==> src/rtl/ravenoc_axi_initiator.sv <==
// ravenoc_axi_initiator
//   Single-outstanding AXI4 manager driving one NoC NI slave port from a simple
//   command interface plus write/read payload streams. Each accepted command issues
//   exactly one INCR burst (AW->W->B for writes, AR->R for reads). done_o pulses
//   for one cycle at completion, and err_code_o is valid in the same cycle.
//
// Parameters
//   DATA_WIDTH  AXI data width (power of two, >= 8)
//   ADDR_WIDTH  AXI address width
//   TIMEOUT     watchdog limit in cycles spent waiting in B/R (0 disables, max 255)
//
// Ports
//   clk_axi_i, arst_axi_i              clock, synchronous active-high reset
//   cmd_*                              command request (valid/ready, dir, addr, len)
//   wr_valid_i/wr_ready_o/wr_data_i    write payload stream (pass-through to W)
//   rd_valid_o/rd_ready_i/rd_data_o/rd_last_o  read payload stream (pass-through from R)
//   done_o, err_code_o                 completion pulse and status
//                                      (0 OK, 1 SLVERR/DECERR, 2 rlast mismatch, 3 timeout)
//   m_aw*/m_w*/m_b*/m_ar*/m_r*         AXI4 manager channels
module ravenoc_axi_initiator #(
  parameter int unsigned DATA_WIDTH = 32,
  parameter int unsigned ADDR_WIDTH = 32,
  parameter int unsigned TIMEOUT    = 255
) (
  input  logic                      clk_axi_i,
  input  logic                      arst_axi_i,
  // Command interface
  input  logic                      cmd_valid_i,
  output logic                      cmd_ready_o,
  input  logic                      cmd_write_i,
  input  logic [ADDR_WIDTH-1:0]     cmd_addr_i,
  input  logic [7:0]                cmd_len_i,
  // Write payload stream
  input  logic                      wr_valid_i,
  output logic                      wr_ready_o,
  input  logic [DATA_WIDTH-1:0]     wr_data_i,
  // Read payload stream
  output logic                      rd_valid_o,
  input  logic                      rd_ready_i,
  output logic [DATA_WIDTH-1:0]     rd_data_o,
  output logic                      rd_last_o,
  // Completion
  output logic                      done_o,
  output logic [1:0]                err_code_o,
  // AW channel
  output logic                      m_awid_o,
  output logic [ADDR_WIDTH-1:0]     m_awaddr_o,
  output logic [7:0]                m_awlen_o,
  output logic [2:0]                m_awsize_o,
  output logic [1:0]                m_awburst_o,
  output logic                      m_awlock_o,
  output logic [3:0]                m_awcache_o,
  output logic [2:0]                m_awprot_o,
  output logic [3:0]                m_awqos_o,
  output logic [3:0]                m_awregion_o,
  output logic                      m_awuser_o,
  output logic                      m_awvalid_o,
  input  logic                      m_awready_i,
  // W channel
  output logic [DATA_WIDTH-1:0]     m_wdata_o,
  output logic [DATA_WIDTH/8-1:0]   m_wstrb_o,
  output logic                      m_wlast_o,
  output logic                      m_wuser_o,
  output logic                      m_wvalid_o,
  input  logic                      m_wready_i,
  // B channel
  input  logic [1:0]                m_bresp_i,
  input  logic                      m_bvalid_i,
  output logic                      m_bready_o,
  // AR channel
  output logic                      m_arid_o,
  output logic [ADDR_WIDTH-1:0]     m_araddr_o,
  output logic [7:0]                m_arlen_o,
  output logic [2:0]                m_arsize_o,
  output logic [1:0]                m_arburst_o,
  output logic                      m_arlock_o,
  output logic [3:0]                m_arcache_o,
  output logic [2:0]                m_arprot_o,
  output logic [3:0]                m_arqos_o,
  output logic [3:0]                m_arregion_o,
  output logic                      m_aruser_o,
  output logic                      m_arvalid_o,
  input  logic                      m_arready_i,
  // R channel
  input  logic [DATA_WIDTH-1:0]     m_rdata_i,
  input  logic [1:0]                m_rresp_i,
  input  logic                      m_rlast_i,
  input  logic                      m_rvalid_i,
  output logic                      m_rready_o
);

  typedef enum logic [2:0] {StIdle, StAw, StW, StB, StAr, StR, StDone} state_e;

  localparam logic [2:0] AxSize    = 3'($clog2(DATA_WIDTH / 8));
  localparam logic [1:0] BurstIncr = 2'b01;
  localparam logic [7:0] WdogLimit = 8'(TIMEOUT);
  localparam bit         WdogEn    = (TIMEOUT != 0);

  state_e                state_q;
  logic [ADDR_WIDTH-1:0] addr_q;
  logic [7:0]            len_q;
  logic [7:0]            cnt_q;
  logic [7:0]            wdog_q;
  logic                  cmd_ready_q;
  logic                  awvalid_q;
  logic                  arvalid_q;
  logic                  bready_q;
  logic                  done_q;
  logic [1:0]            err_code_q;
  logic                  err_resp_q, err_resp_d;
  logic                  err_last_q, err_last_d;

  logic       in_w, in_r;
  logic       w_hs, b_hs, r_hs;
  logic       last_beat;
  logic [7:0] cnt_inc;
  logic [7:0] wdog_inc;
  logic       wdog_expired;

  // Status priority among the sticky response errors; timeout (3) is handled at abort.
  function automatic logic [1:0] err_prio(input logic last_err, input logic resp_err);
    if (last_err) return 2'd2;
    if (resp_err) return 2'd1;
    return 2'd0;
  endfunction

  assign in_w = (state_q == StW);
  assign in_r = (state_q == StR);

  // Payload streams are combinational pass-throughs, gated by the owning state so no
  // beat can leak before the address handshake or after an abort.
  assign m_wvalid_o = in_w & wr_valid_i;
  assign m_wdata_o  = wr_data_i;
  assign m_wlast_o  = in_w & last_beat;
  assign wr_ready_o = in_w & m_wready_i;

  assign rd_valid_o = in_r & m_rvalid_i;
  assign rd_data_o  = m_rdata_i;
  assign rd_last_o  = in_r & m_rlast_i;
  assign m_rready_o = in_r & rd_ready_i;

  assign w_hs = m_wvalid_o & m_wready_i;
  assign b_hs = bready_q & m_bvalid_i;
  assign r_hs = m_rready_o & m_rvalid_i;

  assign last_beat = (cnt_q == len_q);
  // Saturate so a slave that overruns a 256-beat read cannot wrap the count.
  assign cnt_inc   = (cnt_q == 8'hff) ? cnt_q : cnt_q + 8'd1;
  // wdog_q never exceeds WdogLimit-1, so the increment cannot overflow.
  assign wdog_inc     = wdog_q + 8'd1;
  assign wdog_expired = WdogEn && (wdog_inc == WdogLimit);

  // Sticky error flags including this cycle's response, so the completion status
  // registered on the final handshake already reflects it.
  always_comb begin
    err_resp_d = err_resp_q;
    err_last_d = err_last_q;
    if (b_hs && (m_bresp_i != 2'b00)) begin
      err_resp_d = 1'b1;
    end
    if (r_hs) begin
      if (m_rresp_i != 2'b00) begin
        err_resp_d = 1'b1;
      end
      // rlast must coincide exactly with the len-th beat.
      if (m_rlast_i != last_beat) begin
        err_last_d = 1'b1;
      end
    end
  end

  always_ff @(posedge clk_axi_i) begin
    if (arst_axi_i) begin
      state_q     <= StIdle;
      addr_q      <= '0;
      len_q       <= '0;
      cnt_q       <= '0;
      wdog_q      <= '0;
      cmd_ready_q <= 1'b1;
      awvalid_q   <= 1'b0;
      arvalid_q   <= 1'b0;
      bready_q    <= 1'b0;
      done_q      <= 1'b0;
      err_code_q  <= 2'd0;
      err_resp_q  <= 1'b0;
      err_last_q  <= 1'b0;
    end else begin
      done_q     <= 1'b0;
      err_code_q <= 2'd0;
      err_resp_q <= err_resp_d;
      err_last_q <= err_last_d;
      unique case (state_q)
        StIdle: begin
          if (cmd_valid_i) begin
            addr_q      <= cmd_addr_i;
            len_q       <= cmd_len_i;
            cnt_q       <= '0;
            wdog_q      <= '0;
            err_resp_q  <= 1'b0;
            err_last_q  <= 1'b0;
            cmd_ready_q <= 1'b0;
            if (cmd_write_i) begin
              awvalid_q <= 1'b1;
              state_q   <= StAw;
            end else begin
              arvalid_q <= 1'b1;
              state_q   <= StAr;
            end
          end
        end
        StAw: begin
          if (m_awready_i) begin
            awvalid_q <= 1'b0;
            state_q   <= StW;
          end
        end
        StW: begin
          // Stream stalls are legal here, so the watchdog does not run.
          if (w_hs) begin
            cnt_q <= cnt_inc;
            if (last_beat) begin
              bready_q <= 1'b1;
              wdog_q   <= '0;
              state_q  <= StB;
            end
          end
        end
        StB: begin
          if (b_hs) begin
            bready_q   <= 1'b0;
            done_q     <= 1'b1;
            err_code_q <= err_prio(err_last_d, err_resp_d);
            state_q    <= StDone;
          end else if (wdog_expired) begin
            bready_q   <= 1'b0;
            done_q     <= 1'b1;
            err_code_q <= 2'd3;
            state_q    <= StDone;
          end else if (WdogEn) begin
            wdog_q <= wdog_inc;
          end
        end
        StAr: begin
          if (m_arready_i) begin
            arvalid_q <= 1'b0;
            wdog_q    <= '0;
            state_q   <= StR;
          end
        end
        StR: begin
          if (r_hs) begin
            cnt_q  <= cnt_inc;
            wdog_q <= '0;
            // Only rlast terminates the burst; surplus beats are drained.
            if (m_rlast_i) begin
              done_q     <= 1'b1;
              err_code_q <= err_prio(err_last_d, err_resp_d);
              state_q    <= StDone;
            end
          end else if (wdog_expired) begin
            done_q     <= 1'b1;
            err_code_q <= 2'd3;
            state_q    <= StDone;
          end else if (WdogEn) begin
            wdog_q <= wdog_inc;
          end
        end
        StDone: begin
          cmd_ready_q <= 1'b1;
          state_q     <= StIdle;
        end
        default: begin
          cmd_ready_q <= 1'b1;
          state_q     <= StIdle;
        end
      endcase
    end
  end

  assign cmd_ready_o = cmd_ready_q;
  assign done_o      = done_q;
  assign err_code_o  = err_code_q;

  assign m_awid_o     = 1'b0;
  assign m_awaddr_o   = addr_q;
  assign m_awlen_o    = len_q;
  assign m_awsize_o   = AxSize;
  assign m_awburst_o  = BurstIncr;
  assign m_awlock_o   = 1'b0;
  assign m_awcache_o  = 4'd0;
  assign m_awprot_o   = 3'd0;
  assign m_awqos_o    = 4'd0;
  assign m_awregion_o = 4'd0;
  assign m_awuser_o   = 1'b0;
  assign m_awvalid_o  = awvalid_q;

  assign m_wstrb_o = '1;
  assign m_wuser_o = 1'b0;

  assign m_bready_o = bready_q;

  assign m_arid_o     = 1'b0;
  assign m_araddr_o   = addr_q;
  assign m_arlen_o    = len_q;
  assign m_arsize_o   = AxSize;
  assign m_arburst_o  = BurstIncr;
  assign m_arlock_o   = 1'b0;
  assign m_arcache_o  = 4'd0;
  assign m_arprot_o   = 3'd0;
  assign m_arqos_o    = 4'd0;
  assign m_arregion_o = 4'd0;
  assign m_aruser_o   = 1'b0;
  assign m_arvalid_o  = arvalid_q;

endmodule

==> config.mk <==
export PLATFORM = sky130hd
export DESIGN_NAME = ravenoc_axi_initiator
export DESIGN_NICKNAME = d
export VERILOG_FILES = /design/src/rtl/ravenoc_axi_initiator.sv
export SDC_FILE = /design/constraint.sdc
export NUM_CORES = 1
export LEC_CHECK = 0
export ABC_AREA = 1
export CORE_AREA = 2 2 126 128
export CTS_CLUSTER_DIAMETER = 200
export CTS_CLUSTER_SIZE = 20
export DETAILED_ROUTE_END_ITERATION = 10
export DIE_AREA = 0 0 128 130
export GPL_TIMING_DRIVEN = 0
export HOLD_SLACK_MARGIN = 0.12
export PLACE_DENSITY_LB_ADDON = 0.25
export SYNTH_ARGS = -nofsm -noshare
export SYNTH_HDL_FRONTEND = slang
export SYNTH_SLANG_ARGS = --single-unit
==> constraint.sdc <==
create_clock -name clk_axi_i -period 2.8 [get_ports clk_axi_i]
set_clock_uncertainty 0.05 [all_clocks]
set_input_delay 0.28 -clock clk_axi_i [delete_from_list [all_inputs] [get_ports clk_axi_i]]
set_output_delay 0.28 -clock clk_axi_i [all_outputs]
set_load 0.005 [all_outputs]
==> flow_summary.yaml <==
detailed_routing:
  drc_errors: 0
  wire_per_inst_um: 12.32
  dr.pass1.iters: 5
  vias: 4620
  vias_per_cell: 4.166
  ant_nets: 0
  wl_um: 13670
  drtIter0Drc: 199
timing:
  rsz0062_at_grt: "no"
  setup-tns-final_ns: 0
  drv_slew: 0
  slew_headroom_pct: 58.93
  period_minus_slack_ns: 2.356
  hold_viol_final: 0
  worst_pin_slew_ns: 0.6160
  holdWs_ns: 0.3696
  clock.fmax_ghz: 0.4245
  fin_crit_sh_pct: 84.13
  setup_violations: 0
flow_run:
  max-cap-violations: 0
global_routing:
  grt_overflow: 0
  grt_pass1_vias: 4383
  grt_max_degree: 13
  grt_pass1_wl_um: 21240
  antenna_found_initial: 0
  grtUsageTotal_pct: 16.04
place:
  hpwl_um: 11140
  gp_congestion: 0.8282
  io_buffers: 211
  place_inst: 1093
power_and_ir_drop:
  power_frac_seq_pct: 27.3
  ir_drop_uv: 328.6
  leakagePower_uw: 0.003326
  power_density_nw_per_um2: 713.0
  p_int_uw: 3338
  p_sw_share_pct: 36.20
  clockPowerShare_pct: 23.5
  p_total_uw: 5232
  p_switching_uw: 1894
  combPwrFrac_pct: 49.2
logic_synthesis:
  synth_seq_cells: 68
  synthFlopType: "dfxtp_1"
  synth_area_leaders: "dfxtp_1 (30%), buf_4 (26%), nand2_1 (10%)"
  syn_inst: 641
  yosysTopAreaCell: "dfxtp_1"
  avgSynthCellArea_um2: 6.996
  yosysSeqAreaShare_pct: 30.36
  synthTopCellsByCount: "buf_4 (155), nand2_1 (124), dfxtp_1 (68), nand3_1 (64), a21oi_1 (56)"
  yosysMostFrequentCell: "buf_4"
  synthDistinctLibCells: 34
  synth_edf_count: 0
  synthArstFlopShare_pct: 0
  synthesis.area_um2: 4484
  yosys.area.top_type_share_pct: 30.36
  ys_warn_count: 0
floorplanning:
  core_um2: 15420
  num_rows: 46
  die_w_um: 128
  initial_core_util_pct: 29.07
  die_area_um2: 16640
  chipHeight_um: 130
  io_pins: 328
cts:
  cts_setup_buffers: 0
  cts_resized: 0
  clk_latency_ns: 0.33
  numCtsBuffers: 9
  cts.sinks: 68
  htreeDepth: 3
  cts_buffer_depth: 2
  cts_tree: "built"
  hold_buffers: 0
  clk_pin_slew_ns: 0.06
  cts_root_buf: "clkbuf_16"
cells_and_area:
  finalNonFillerCells: 1109
  final_nets: 1035
  syn_to_final_growth_pct: 63.64
  drive_above_1_share_pct: 22.46
  antenna-diode-count: 0
  nFillCells: 1569
  final_util_pct: 47.57
critical_path:
  startpoint: "m_arlen_o[6]"
  endpoint: "m_wlast_o"
  arrival_ns: 2.03
  startpoint_type: "register"
  r2r_start: "m_arlen_o[6]"
  reg2reg_depth: 8
  crit_fanout: 6
  worstPathRequired_ns: 2.47
  crit_type: "register to output pin"
  crit_path_end_kind: "output pin"
  worstReg2RegEnd: "wdog_q[1]"
  rrSetupSlack_ns: 0.77
min_path:
  hold_path_class: "primary input to register"
  hold_path_depth: 2
  min_from: "arst_axi_i"
run_status:
  status: "finished clean"
==> worst min-delay path by stage <==
stage | to | slack [ns]
after global placement | cmd_ready_o | 0.40
after floorplan | m_araddr_o[2] | 0.39
after global routing | m_araddr_o[5] | 0.41
after CTS | m_araddr_o[4] | 0.38
final | m_araddr_o[4] | 0.37
after detailed placement | cmd_ready_o | 0.41
==> routing by layer <==
metal | wire length, um | up-vias | GRT usage [%]
met4 | 170 | 0 | 5.042
met5 | 0 | - | 0
li1 | - | 2385 | -
met2 | 6378 | 190 | 27.56
met1 | 5712 | 2033 | 18.96
met3 | 1408 | 12 | 5.453
==> worst max-delay path, cell delays in order, from the launching register on <==
cell	delay (ns)
dfxtp_1	0.45
xnor2_1	0.15
nand2_1	0.08
nor2_1	0.19
nand2_1	0.19
nor2_1	0.12
clkdlybuf4s50_1	0.51
==> metrics by stage <==
step | area [um2] | worst slack (ns)
global route | 7338 | 0.1813
finish | 7338 | 0.4444
detailed placement | 7020 | 0.2335
global placement | 7020 | 0.2933
CTS | 7338 | 0.3957
floorplan | 4668 | 1.203
==> power groups by stage <==
stage	registers, uW	logic (uW)	clock network (uW)
after CTS	1430	2610	1250
after detailed placement	1450	2590	0
after floorplan	1400	1490	0
final	1430	2580	1230
after global routing	1470	2880	1300
after global placement	1450	2590	0
==> placed cells by master, fill, tap and decap left out, types with 2 or more instances in the layout <==
cell type / n
clkdlybuf4s50_1: 211
buf_4: 155
nand2_1: 124
dfxtp_1: 68
nand3_1: 64
a21oi_1: 56
conb_1: 51
nor2_1: 46
inv_1: 42
o21ai_0: 13
clkbuf_1: 11
buf_2: 9
clkbuf_16: 9
inv_2: 6
nand2_2: 6
xnor2_1: 5
nor2_2: 4
nand4_1: 4
nor2_4: 4
o21ai_1: 3
ha_1: 3
nor3_1: 2
nand3b_1: 2
o21ai_2: 2
bufinv_16: 2
==> cell families after synthesis <==
logic type      Yosys count  share of synthesized area [%]
compound gates           77                          8.929
xor+xnor                  5                         0.9765
fa+ha+maj                 3                         0.8371
buf+inv                 223                          32.06
flops                    68                          30.36
other cells               2                         0.1675
simple gates            263                          26.67
==> registers in the layout, summed over array words and instances, names as in the netlist <==
register and cells:
err_resp_q 1, m_araddr_o 32, done_o 1, m_awvalid_o 1, err_code_o 2, state_q 3, m_arvalid_o 1, cmd_ready_o 1
wdog_q 8, m_bready_o 1, err_last_q 1, cnt_q 8, m_arlen_o 8
==> layout make-up <==
class / count / area (um2) / area share (%)
buffer: 175 / 1257 / 17.14
clock inverter: 5 / 85.08 / 1.159
multi-input combinational: 399 / 1869 / 25.47
inverter: 48 / 180.2 / 2.455
tap: 192 / 240.2 / 3.274
timing repair buffer: 211 / 2112 / 28.78
sequential: 68 / 1361 / 18.55
clock buffer: 11 / 232.7 / 3.171
Note: power is estimated with default switching activity, not from simulation.
